File: src/rtl/spi_pkg.sv
// Shared definitions for the duplex SPI slave: FSM encoding, mode field
// positions, frame-length limits and the frame-length clamp helper.
package spi_pkg;

  typedef enum logic [1:0] {
    ST_IDLE       = 2'd0,
    ST_SHIFT      = 2'd1,
    ST_WAIT_DESEL = 2'd2
  } spi_state_e;

  // Bit positions inside the 2-bit mode word {CPOL, CPHA}.
  localparam int MODE_CPOL = 1;
  localparam int MODE_CPHA = 0;

  // Legal range of the MAX_BYTES parameter.
  localparam int MAX_BYTES_LO = 1;
  localparam int MAX_BYTES_HI = 8;

  // Effective frame length in bytes: 0 or anything above the maximum
  // selects the maximum.
  function automatic logic [3:0] frame_len(input logic [3:0] byte_count,
                                           input logic [3:0] max_bytes);
    if (byte_count == 4'd0 || byte_count > max_bytes) return max_bytes;
    return byte_count;
  endfunction

endpackage

File: src/rtl/spi_sync_edge.sv
// Multi-flop synchroniser for one asynchronous input plus rise/fall strobes
// taken from the last two stages. level_o is the oldest (most settled) stage.
module spi_sync_edge #(
  parameter int   STAGES    = 3,
  parameter logic RESET_VAL = 1'b0
) (
  input  logic clk,
  input  logic rst,
  input  logic d_i,
  output logic level_o,
  output logic rise_o,
  output logic fall_o
);

  logic [STAGES-1:0] sync_q;

  // Shift the raw input through the synchroniser chain.
  // NOTE: clocked state always uses non-blocking assignments so every flop
  // samples the pre-edge values of its neighbours.
  always_ff @(posedge clk) begin
    if (rst) sync_q <= {STAGES{RESET_VAL}};
    else     sync_q <= {sync_q[STAGES-2:0], d_i};
  end

  assign level_o = sync_q[STAGES-1];
  assign rise_o  =  sync_q[STAGES-2] & ~sync_q[STAGES-1];
  assign fall_o  = ~sync_q[STAGES-2] &  sync_q[STAGES-1];

endmodule

File: src/rtl/spi_slave_duplex.sv
// Full-duplex SPI slave, all four modes, 1..MAX_BYTES byte frames, running
// entirely in the CLK domain with oversampled SCK/CSEL/MOSI.
module spi_slave_duplex
  import spi_pkg::*;
#(
  parameter int MAX_BYTES   = 8,
  parameter int SYNC_STAGES = 3
) (
  input  logic                   CLK,
  input  logic                   RST,
  input  logic                   SCK,
  input  logic                   CSEL,
  input  logic                   MOSI,
  output logic                   MISO,
  input  logic [1:0]             mode,
  input  logic [3:0]             byte_count,
  input  logic [8*MAX_BYTES-1:0] tx_data,
  input  logic                   tx_valid,
  output logic                   tx_ready,
  output logic [8*MAX_BYTES-1:0] rx_data,
  output logic                   rx_valid,
  output logic                   busy,
  output logic                   aborted,
  output logic                   underrun
);

  localparam int W  = 8 * MAX_BYTES;
  localparam int IW = $clog2(W);
  localparam int MAX_B_INT = (MAX_BYTES < MAX_BYTES_LO) ? MAX_BYTES_LO :
                             ((MAX_BYTES > MAX_BYTES_HI) ? MAX_BYTES_HI : MAX_BYTES);
  localparam logic [3:0] MAX_B = 4'(MAX_B_INT);

  // Synchronised inputs and strobes.
  logic sck_level, sck_rise, sck_fall;
  logic csel_level, csel_rise, csel_fall;
  logic [SYNC_STAGES-1:0] mosi_sync_q;
  logic mosi_s;

  spi_sync_edge #(.STAGES(SYNC_STAGES), .RESET_VAL(1'b0)) u_sync_sck (
    .clk     (CLK),
    .rst     (RST),
    .d_i     (SCK),
    .level_o (sck_level),
    .rise_o  (sck_rise),
    .fall_o  (sck_fall)
  );

  spi_sync_edge #(.STAGES(SYNC_STAGES), .RESET_VAL(1'b1)) u_sync_csel (
    .clk     (CLK),
    .rst     (RST),
    .d_i     (CSEL),
    .level_o (csel_level),
    .rise_o  (csel_rise),
    .fall_o  (csel_fall)
  );

  // MOSI takes the same path length as SCK so the oldest stage holds the
  // data as it was just before the detected SCK edge.
  always_ff @(posedge CLK) begin
    if (RST) mosi_sync_q <= '0;
    else     mosi_sync_q <= {mosi_sync_q[SYNC_STAGES-2:0], MOSI};
  end
  assign mosi_s = mosi_sync_q[SYNC_STAGES-1];

  // Registers.
  spi_state_e        state_q, state_d;
  logic [1:0]        mode_q;
  logic [IW-1:0]     bit_cnt_q;
  logic [IW-1:0]     tx_idx_q;
  logic              tx_en_q;
  logic [W-1:0]      tx_sr_q;
  logic [W-2:0]      rx_sr_q;
  logic [W-1:0]      hold_q;
  logic              hold_valid_q;
  logic [W-1:0]      rx_data_q;
  logic              rx_valid_q, aborted_q, underrun_q;
  logic [SYNC_STAGES-1:0] flush_q;
  logic              armed_q;

  // Edge classification from the latched mode. sck_level is the pre-edge
  // level, so an edge leaving the idle level (CPOL) is the leading edge.
  logic sck_edge, leading, trailing, sample_edge, drive_edge;
  assign sck_edge    = sck_rise | sck_fall;
  assign leading     = sck_edge & (sck_level == mode_q[MODE_CPOL]);
  assign trailing    = sck_edge & (sck_level != mode_q[MODE_CPOL]);
  assign sample_edge = mode_q[MODE_CPHA] ? trailing : leading;
  assign drive_edge  = mode_q[MODE_CPHA] ? leading  : trailing;

  logic [IW-1:0] nbits_start;
  assign nbits_start = IW'({frame_len(byte_count, MAX_B), 3'b000} - 7'd1);

  logic tx_load;
  assign tx_ready = (state_q == ST_IDLE) && !hold_valid_q;
  assign tx_load  = tx_valid && tx_ready;

  // FSM state register.
  always_ff @(posedge CLK) begin
    if (RST) state_q <= ST_IDLE;
    else     state_q <= state_d;
  end

  // Next-state logic and per-cycle datapath controls.
  logic start, sample_en, drive_en, finish, abort;
  always_comb begin
    // NOTE: every combinational output gets a default first so no path
    // through the case leaves it unassigned (which would infer a latch).
    state_d   = state_q;
    start     = 1'b0;
    sample_en = 1'b0;
    drive_en  = 1'b0;
    finish    = 1'b0;
    abort     = 1'b0;
    case (state_q)
      ST_IDLE: begin
        if (csel_fall && armed_q) begin
          start   = 1'b1;
          state_d = ST_SHIFT;
        end
      end
      ST_SHIFT: begin
        if (csel_rise) begin
          abort   = 1'b1;
          state_d = ST_IDLE;
        end else if (sample_edge) begin
          sample_en = 1'b1;
          if (bit_cnt_q == '0) begin
            finish  = 1'b1;
            state_d = ST_WAIT_DESEL;
          end
        end else if (drive_edge) begin
          drive_en = 1'b1;
        end
      end
      ST_WAIT_DESEL: begin
        if (csel_level) state_d = ST_IDLE;
      end
      default: state_d = ST_IDLE;
    endcase
  end

  // After reset the CSEL synchroniser still holds its preload; only arm
  // frame detection once it carries real samples and CSEL is seen high,
  // so a frame already running at reset release is ignored.
  always_ff @(posedge CLK) begin
    if (RST) begin
      flush_q <= '0;
      armed_q <= 1'b0;
    end else begin
      flush_q <= {flush_q[SYNC_STAGES-2:0], 1'b1};
      if (flush_q[SYNC_STAGES-1] && csel_level) armed_q <= 1'b1;
    end
  end

  // Holder, shift registers, counters, received word and status pulses.
  always_ff @(posedge CLK) begin
    if (RST) begin
      mode_q       <= '0;
      bit_cnt_q    <= '0;
      tx_idx_q     <= '0;
      tx_en_q      <= 1'b0;
      tx_sr_q      <= '0;
      rx_sr_q      <= '0;
      hold_q       <= '0;
      hold_valid_q <= 1'b0;
      rx_data_q    <= '0;
      rx_valid_q   <= 1'b0;
      aborted_q    <= 1'b0;
      underrun_q   <= 1'b0;
    end else begin
      rx_valid_q <= 1'b0;
      aborted_q  <= 1'b0;
      underrun_q <= 1'b0;

      if (tx_load) begin
        hold_q       <= tx_data;
        hold_valid_q <= 1'b1;
      end

      if (start) begin
        // A load in the same cycle bypasses the holder into this frame.
        mode_q       <= mode;
        bit_cnt_q    <= nbits_start;
        tx_idx_q     <= nbits_start;
        tx_en_q      <= ~mode[MODE_CPHA];
        tx_sr_q      <= tx_load ? tx_data : (hold_valid_q ? hold_q : '0);
        underrun_q   <= !(tx_load || hold_valid_q);
        hold_q       <= '0;
        hold_valid_q <= 1'b0;
        rx_sr_q      <= '0;
      end

      if (sample_en) begin
        rx_sr_q <= {rx_sr_q[W-3:0], mosi_s};
        if (!finish) bit_cnt_q <= bit_cnt_q - IW'(1);
      end

      if (finish) begin
        rx_data_q  <= {rx_sr_q, mosi_s};
        rx_valid_q <= 1'b1;
      end

      // With CPHA=1 the first drive edge only enables the MSB.
      if (drive_en) begin
        if (!tx_en_q)              tx_en_q  <= 1'b1;
        else if (tx_idx_q != '0)   tx_idx_q <= tx_idx_q - IW'(1);
      end

      if (abort) aborted_q <= 1'b1;
    end
  end

  assign MISO     = (state_q == ST_SHIFT) & tx_en_q & tx_sr_q[tx_idx_q] & ~CSEL;
  assign rx_data  = rx_data_q;
  assign rx_valid = rx_valid_q;
  assign busy     = (state_q != ST_IDLE);
  assign aborted  = aborted_q;
  assign underrun = underrun_q;

endmodule
File: config.mk
export PLATFORM = sky130hd
export DESIGN_NAME = spi_slave_duplex
export DESIGN_NICKNAME = d
export VERILOG_FILES = /design/src/rtl/spi_pkg.sv /design/src/rtl/spi_sync_edge.sv /design/src/rtl/spi_slave_duplex.sv
export SDC_FILE = /design/constraint.sdc
export NUM_CORES = 1
export LEC_CHECK = 0
export CORE_MARGIN = 2
export CORE_UTILIZATION = 45
export CTS_CLUSTER_SIZE = 25
export DETAILED_ROUTE_END_ITERATION = 8
export PLACE_DENSITY = 0.67
export SYNTH_ARGS = -nofsm -noshare
export SYNTH_HDL_FRONTEND = slang
export SYNTH_HIERARCHICAL = 1
export SYNTH_SLANG_ARGS = --single-unit
File: constraint.sdc
create_clock -name CLK -period 2.9 [get_ports CLK]
set_input_delay 0.435 -clock CLK [delete_from_list [all_inputs] [get_ports CLK]]
set_output_delay 0.435 -clock CLK [all_outputs]
set_load 0.005 [all_outputs]
==> results.yml, run 1 <==
sta:
  rsz0062_at_grt: "false"
  maxSlewViolCount: 0
  skew_ps: 11.0
  tightestPinTransition_ps: 838
  min_period_ps: 2800
  fin_crit_sh: 0.967
  finalSetupViolations: 0
  relSlewSlack: 0.442
  max_freq_mhz: 357
  finalSetupTns_ps: 0
  hold_viol: 0
route:
  detail_route.vias_per_cell: 5.28
  drtPass1Iterations: 5
  wirelength_um: 25800
  wl_per_cell_um: 14.5
  drc_errors: 0
  vias: 9354
  drtIter0Drc: 656
  postRouteAntennaNets: 0
setup_path:
  critical-path-slowest-cell: "mux4_2"
  critPathKind: "flop to output port"
  cp-end-kind: "output port"
  crit_chain: "buf_12 > mux4_2 > mux2i_1 > o21ai_0 > a21oi_1 > o21ai_1 > dlygate4sd2_1"
  required_ps: 2470
  cp_max_fo: 14
  critPathMaxStageDelay_ps: 500
  crit_arrival_ps: 2370
  worstSetupStartpointType: "flop"
  critPathBufInv: 2
  cp_top_family: "multiplexers"
floorplanning:
  die_y_um: 160
  core_um2: 24200
  std_cell_rows: 57
  pin_count: 146
  start_util: 0.455
  die_w_um: 160
  dieArea_um2: 25700
grt:
  first_global_vias: 8597
  grt_max_degree: 159
  antenna_found_initial: 0
  grt_pass1_wl_um: 42600
  grt_remaining_overflow: 0
  track_usage: 0.194
synthesis:
  synth_edf_count: 0
  synth_fp_nets: 1418
  async_reset_ff_frac: 0
  synthFlopType: "dfxtp_1"
  syn_avg_cell_area_um2: 8.23
  syn_inst: 1337
  yosysWarningCount: 6
  seq_area_frac_synth: 0.526
  yosysTopAreaCell: "dfxtp_1"
  yosysUniqueCellTypes: 46
  synth-seq-cells: 289
  synth_area_leaders: "dfxtp_1, a21oi_1, nand2_1, mux4_2, nand3_1"
  netlist_area_um2: 11000
  synth_top_area_share: 0.526
power:
  p_leak_uw: 0.00483
  pwr_density_cell_nw_per_um2: 632
  finalPower_uw: 8680
  peakVddDrop_uv: 439
clock_tree:
  cts_tree: "yes"
  clk_pin_slew_worst_paths_ps: 70
  cts-root-buf: "clkbuf_16"
  postCtsSetupBuffers: 0
  clockBufferDepth: 3
  clk_latency_ps: 540
  numCtsBuffers: 29
  cts_sinks: 289
  htreeDepth: 1
final_layout:
  final_util: 0.568
  area_growth_pct: 24.8
  diodes: 0
  fin_area_um2: 13700
  final_cells: 1773
  drive_above_1_share: 0.0745
  layout.nets: 1507
place:
  io_buffers: 145
  dp_cells: 1719
  routabilityCongestion: 0.795
  dpl-instance-area_um2: 12600
  dp_hpwl_um: 15600
worst_hold_path:
  worst_hold_path_type: "input port to flop"
run:
  cap_violations: 0
run_status:
  outcome: "finished clean"
## where the power goes
group	switching [µW]	leakage (µW)	internal (µW)	total, µW
Clock	1550	0.000541	2600	4150
Sequential	42.5	0.00234	4050	4090
Combinational	261	0.00195	181	441
## cell usage in the layout, fill, tap and decap left out, drive strengths merged, types with 6 or more instances in the layout
master         count
nand2            343
a21oi            331
dfxtp            289
clkdlybuf4s50    143
nand3             69
o21ai             67
clkbuf            39
buf               24
nor2              23
mux4              16
nor2b             12
inv               11
nor3               9
mux2i              7
clkinv             7
bufinv             6
## state kept, by name (all words and copies together), names as in the netlist
name	flops
state_q	2
u_sync_sck/sync_q	3
rx_sr_q	63
tx_sr_q	64
mosi_sync_q	3
bit_cnt_q	6
rx_valid	1
mode_q	2
flush_q	3
u_sync_csel/sync_q	3
armed_q	1
aborted	1
underrun	1
hold_valid_q	1
tx_idx_q	6
tx_en_q	1
rx_data	64
hold_q	64
## layer usage
layer | global-route usage | wire, µm | up-vias
li1 | - | - | 4737
met1 | 0.262 | 11600 | 4351
met2 | 0.330 | 12500 | 222
met3 | 0.0235 | 1040 | 44
met4 | 0.0528 | 607 | 0
met5 | 0 | 0 | -
## worst paths after layout
check | start | to | slack, ps | cells after the start
max | tx_idx_q[1] | MISO | 100 | 7
min reg2reg | u_sync_csel/sync_q[0] | u_sync_csel/sync_q[1] | 420 | 1
min | RST | tx_sr_q[60] | 400 | 4
max reg2reg | mode_q[1] | bit_cnt_q[1] | 380 | 6
## per-stage QoR
stage / hold slack, ps / worst slack (ps)
after CTS: 384 / 13.0
final: 405 / 96.8
after global placement: 391 / -9.18
after detailed placement: 399 / 74.2
after floorplan: 385 / 766
after global routing: 425 / 27.1
## cell families (layout without fill, tap and decap cells)
family                     after synthesis  count (layout)  share of synthesized area
adders and majority gates                5               5                    0.00569
muxes                                   24              24                     0.0401
xor gates and xnor gates                 2               2                    0.00296
DFF                                    289             289                      0.526
and+or+nand+nor                        478             478                      0.183
buffers and inverters                  120             232                     0.0471
AOI/OAI and AO/OA                      419             419                      0.195
## timing repair
action | CTS | global route
gates cloned | 0 | 0
endpoints found under the setup margin | 1 | 1
resized for setup | 7 | 2
hold buffers | 0 | 0
## cells in the mapped netlist, types with 2 or more instances
master / number
nand2_1: 343
a21oi_1: 331
dfxtp_1: 289
clkbuf_1: 75
nand3_1: 69
o21ai_0: 66
nor2_1: 21
buf_1: 16
mux4_2: 16
buf_2: 12
nor2b_1: 12
inv_1: 10
nor3_1: 9
buf_6: 7
mux2i_1: 7
a31oi_1: 5
ha_1: 5
a211oi_1: 4
o22ai_1: 3
or2_1: 3
or3_1: 3
and3_1: 2
nand2b_1: 2
nand3b_1: 2
nor4_1: 2
nor4bb_1: 2
o21a_1: 2
## worst register-to-register path, cell delays in order (launching register included)
cell	delay [ps]
dfxtp_1	330
xor3_1	500
or3_2	580
buf_4	380
nor2_2	320
nor3_1	70
a211oi_1	250
## layout make-up
class                      instances  area [µm²]
sequential                       289        5790
fill                            2221       10500
timing repair buffer             168        1670
tap                              324         405
inverter                          10        37.5
clock inverter                    15         239
clock buffer                      39         853
multi-input combinational        928        4730
Note: power is estimated with default switching activity, not from simulation.
==> inputs of run 2 (changes only) <==
--- a/config.mk
+++ b/config.mk
@@ -6,10 +6,10 @@
 export NUM_CORES = 1
 export LEC_CHECK = 0
 export CORE_MARGIN = 2
-export CORE_UTILIZATION = 45
+export CORE_UTILIZATION = 55
 export CTS_CLUSTER_SIZE = 25
 export DETAILED_ROUTE_END_ITERATION = 8
-export PLACE_DENSITY = 0.67
+export PLACE_DENSITY = 0.8
 export SYNTH_ARGS = -nofsm -noshare
 export SYNTH_HDL_FRONTEND = slang
 export SYNTH_HIERARCHICAL = 1
==> run 2 against run 1 <==
Compared with the run above: power down 4.7%; critical path depth unchanged; non-clock buffer count rose by 2; critical endpoint unchanged.
==> results.yml, run 2 (synthesis results as in run 1) <==
sta:
  holdWs_ps: 416
  finalSetupViolations: 0
  fin_crit_sh: 0.958
  finalSetupTns_ps: 0
  tightestPinTransition_ps: 756
  min_period_ps: 2780
  relSlewSlack: 0.496
  timing.final.ws_setup_ps: 122
  rsz0062_at_grt: "false"
  maxSlewViolCount: 0
  hold_viol: 0
  max_freq_mhz: 360
  skew_ps: 7.29
grt:
  antenna_found_initial: 0
  grt_max_degree: 159
  grt_remaining_overflow: 0
  grt_pass1_wl_um: 42300
  track_usage: 0.231
  first_global_vias: 8836
route:
  postRouteAntennaNets: 0
  wirelength_um: 25400
  drtIter0Drc: 716
  detail_route.vias_per_cell: 5.56
  dr_wl_met3_um: 1310
  wl_met2_um: 12700
  wl_per_cell_um: 14.8
  highest_layer: "met4"
  vias: 9522
  drtPass1Iterations: 5
  drc_errors: 0
  wl_met1_um: 11000
floorplanning:
  core_um2: 19500
  dieArea_um2: 21100
  start_util: 0.563
  pin_count: 146
  die_y_um: 145
  std_cell_rows: 51
  die_w_um: 145
final_layout:
  diodes: 0
  final_cell_mix: "nand2_1, a21oi_1, dfxtp_1, clkdlybuf4s50_1, nand3_1"
  area_growth_pct: 23.1
  layout.nets: 1508
  drive_above_1_share: 0.0684
  fin_area_um2: 13500
  fill_cells: 1613
  final_cells: 1713
  final_common_cell: "nand2_1"
setup_path:
  crit_arrival_ps: 2340
  critical-path-slowest-cell: "mux4_2"
  crit_chain: "buf_6 > mux4_2 > nand2_1 > nand4b_1 > nand4_1 > o21ai_1 > dlygate4sd2_1"
  worstSetupStartpointType: "flop"
  critPathMaxStageDelay_ps: 520
  cp-end-kind: "output port"
  critPathKind: "flop to output port"
  cp_max_fo: 13
  required_ps: 2470
run_status:
  outcome: "finished clean"
clock_tree:
  numCtsBuffers: 28
  cts_tree: "yes"
  cts.repair.resized: 8
  clk_pin_slew_worst_paths_ps: 60
  clockBufferDepth: 3
  clk_latency_ps: 530
  postCtsSetupBuffers: 0
  cts-root-buf: "clkbuf_16"
  cts_sinks: 289
  cts_hold_buf: 0
  htreeDepth: 1
place:
  io_buffers: 145
  dp_cells: 1662
  dp_hpwl_um: 15600
  routabilityCongestion: 0.783
  dpl-instance-area_um2: 12600
  dp_slack_ps: 83.7
run:
  cap_violations: 0
power:
  pwr_density_cell_nw_per_um2: 611
  peakVddDrop_uv: 515
  p_leak_uw: 0.00478
worst_hold_path:
  worst_hold_path_type: "flop to flop"
## run 2: cell count changes in the layout (fill, tap and decap cells not counted), sizes merged
| cell | delta |
|---|---|
| buf | +2 |
| bufinv | -2 |
| clkbuf | +3 |
| clkinv | -2 |
| clkinvlp | -1 |
| inv | -1 |
## run 2: critical path: cells and delay by family (launching register included)
| family | cells | cell delay [ps] |
|---|---|---|
| and+or+nand+nor | 3 | 350 |
| DFF | 1 | 350 |
| muxes | 1 | 520 |
| AOI/OAI and AO/OA | 1 | 130 |
| buffers and inverters | 2 | 470 |
## run 2: per-layer routing
metal,GRT usage,up-vias
li1,-,4739
met1,0.306,4469
met2,0.404,272
met3,0.0251,42
met4,0.0627,0
met5,0,-
## run 2: per-stage QoR
step | power (µW) | util
finish | 8280 | 0.694
global route | 8550 | 0.694
CTS | 8340 | 0.694
detailed placement | 4620 | 0.644
global placement | 4610 | 0.644
floorplan | 4420 | -
## run 2: final timing paths
| kind | cells past startpoint | slack (ps) | startpoint | endpoint |
|---|---|---|---|---|
| setup / recovery | 7 | 120 | tx_idx_q[1] | MISO |
| hold / removal | 1 | 420 | u_sync_csel/sync_q[0] | u_sync_csel/sync_q[1] |
| setup reg to reg | 6 | 560 | mode_q[1] | bit_cnt_q[5] |
| hold reg to reg | 1 | 420 | u_sync_csel/sync_q[0] | u_sync_csel/sync_q[1] |
## run 2: power breakdown
| group | switching, µW | total, µW | internal (µW) |
|---|---|---|---|
| Combinational | 257 | 439 | 182 |
| Clock | 1460 | 3740 | 2290 |
| Sequential | 42.5 | 4090 | 4050 |
| Total | 1760 | 8280 | 6520 |
## run 2: final cells by class
cell class	instances	area, µm²	area share
Clock inverter	9	145	0.0107
Inverter	10	37.5	0.00277
Tap cell	265	332	0.0245
Multi-Input combinational cell	928	4730	0.349
Clock buffer	42	815	0.0601
Sequential cell	289	5790	0.428
Timing Repair Buffer	170	1690	0.125
==> inputs of run 3 (changes only) <==
--- a/config.mk
+++ b/config.mk
@@ -9,6 +9,7 @@
 export CORE_UTILIZATION = 55
 export CTS_CLUSTER_SIZE = 25
 export DETAILED_ROUTE_END_ITERATION = 8
+export GPL_TIMING_DRIVEN = 0
 export PLACE_DENSITY = 0.8
 export SYNTH_ARGS = -nofsm -noshare
 export SYNTH_HDL_FRONTEND = slang
==> run 3 against run 2 <==
Compared with the run above: die area is the same; hold slack gained 6.5 ps; sequential power is essentially flat; critical path depth grew 1; wire length grew 9.3%; combinational power grew 7.1%; sequential cell count is the same; sequential share of layout area shrank 1.3 points; largest power group unchanged; highest routed layer unchanged.
==> results.yml, run 3 (synthesis results as in run 1) <==
run_status:
  outcome: "finished clean"
setup_path:
  reg2reg_from: "state_q[1]"
  rr_endpoint: "tx_sr_q[51]"
  crit_arrival_ps: 2450
  cp_max_fo: 5
  startpoint: "tx_idx_q[1]"
  critPathKind: "flop to output port"
  cp-endpoint: "MISO"
  cp-end-kind: "output port"
  rrSetupSlack_ps: 420
  worstSetupStartpointType: "flop"
  worstRegToRegCells: 6
  required_ps: 2470
power:
  peakVddDrop_uv: 425
  pwr_density_cell_nw_per_um2: 614
  p_leak_uw: 0.00495
grt:
  first_global_vias: 9550
  antenna_found_initial: 0
  grt_util_met1: 0.323
  grt_pass1_wl_um: 45600
  track_usage: 0.254
  busiest_layer: "met2"
  gr-usage-met3: 0.0367
  grt_util_met2: 0.444
  grt_remaining_overflow: 0
  grt_max_degree: 15
sta:
  skew_ps: 10.5
  relSlewSlack: 0.538
  min_period_ps: 2890
  tightestPinTransition_ps: 693
  finalSetupTns_ps: 0
  hold_viol: 0
  holdWs_ps: 423
  finalSetupViolations: 0
  fin_crit_sh: 0.996
  max_freq_mhz: 346
  maxSlewViolCount: 0
floorplanning:
  core_um2: 19500
  pin_count: 146
  die_w_um: 145
  std_cell_rows: 51
  start_util: 0.563
  dieArea_um2: 21100
  die_y_um: 145
run:
  cap_violations: 0
route:
  drtIter0Drc: 788
  drc_errors: 0
  wl_per_cell_um: 15.4
  drtPass1Iterations: 5
  detail_route.vias_per_cell: 5.52
  postRouteAntennaNets: 0
  wirelength_um: 27800
  vias: 9967
clock_tree:
  numCtsBuffers: 29
  cts_hold_buf: 0
  cts-root-buf: "clkbuf_16"
  clk_pin_slew_worst_paths_ps: 70
  htreeDepth: 1
  cts_tree: "yes"
  cts_sinks: 289
  clk_latency_ps: 540
  clockBufferDepth: 3
final_layout:
  layout.nets: 1599
  final_util: 0.715
  final_cell_mix: "nand2_1, a21oi_1, dfxtp_1, clkdlybuf4s50_1, clkbuf_1"
  diodes: 0
  drive_above_1_share: 0.0649
  final_common_cell: "nand2_1"
  area_growth_pct: 26.9
place:
  dp_hpwl_um: 18800
  io_buffers: 145
  routabilityCongestion: 0.822
worst_hold_path:
  worst_hold_path_type: "flop to flop"
run 3: cell count changes in the layout (fill, tap and decap cells not counted), moves of 5 or more:
cell,previous run,this run
buf_6,2,7
buf_4,20,5
buf_1,0,15
clkbuf_1,9,75
clkbuf_8,4,12
buf_2,0,10
run 3: cell type report:
cell class | count | area (µm²)
sequential | 289 | 5790
fill | 1555 | 5570
multi-input combinational | 928 | 4700
timing repair buffer | 151 | 1530
clock buffer | 43 | 898
buffer | 109 | 522
tap | 265 | 332
clock inverter | 10 | 153
inverter | 10 | 37.5
run 3: power by group:
part	internal (µW)	switching [µW]
Clock	2480	1530
Sequential	4050	42.7
Combinational	189	282
run 3: critical path, stage by stage, from the launching register on:
cell	delay, ps
dfxtp_4	370
buf_8	130
buf_4	110
mux4_2	500
nand2_1	90
nand4b_1	120
nand4_1	180
o21ai_1	120
dlygate4sd2_1	280
run 3: per-layer routing:
metal	vias up	part of all wire
li1	4925	-
met1	4641	0.42
met2	342	0.49
met3	59	0.061
met4	0	0.026
met5	-	0
run 3: worst min-delay path by stage:
stage                     startpoint               endpoint  cells past startpoint
4_1_cts        u_sync_csel/sync_q[0]  u_sync_csel/sync_q[1]                      1
3_5_place_dp   u_sync_csel/sync_q[0]  u_sync_csel/sync_q[1]                      1
3_3_place_gp   u_sync_csel/sync_q[0]  u_sync_csel/sync_q[1]                      1
2_1_floorplan  u_sync_csel/sync_q[0]  u_sync_csel/sync_q[1]                      1
5_1_grt                   flush_q[1]             flush_q[2]                      1
6_report       u_sync_csel/sync_q[0]  u_sync_csel/sync_q[1]                      1
run 3: per-stage QoR:
| stage | setup WS [ps] | cell area [µm²] | cells | total power [µW] |
|---|---|---|---|---|
| after global routing | -42.7 | 14000 | 1805 | 8830 |
| after detailed placement | -204 | 12800 | 1747 | 4640 |
| after global placement | -206 | 12800 | 1747 | 4630 |
| final | 12.2 | 14000 | 1805 | 8570 |
| after CTS | 83.8 | 13900 | 1803 | 8590 |
| after floorplan | 766 | 11000 | 1337 | 4420 |
run 3: what timing repair did:
action / in CTS / in global routing
setup endpoints to repair: 1 / 1
buffers inserted: 4 / 1
gates cloned: 0 / 1
resized for setup: 17 / 2
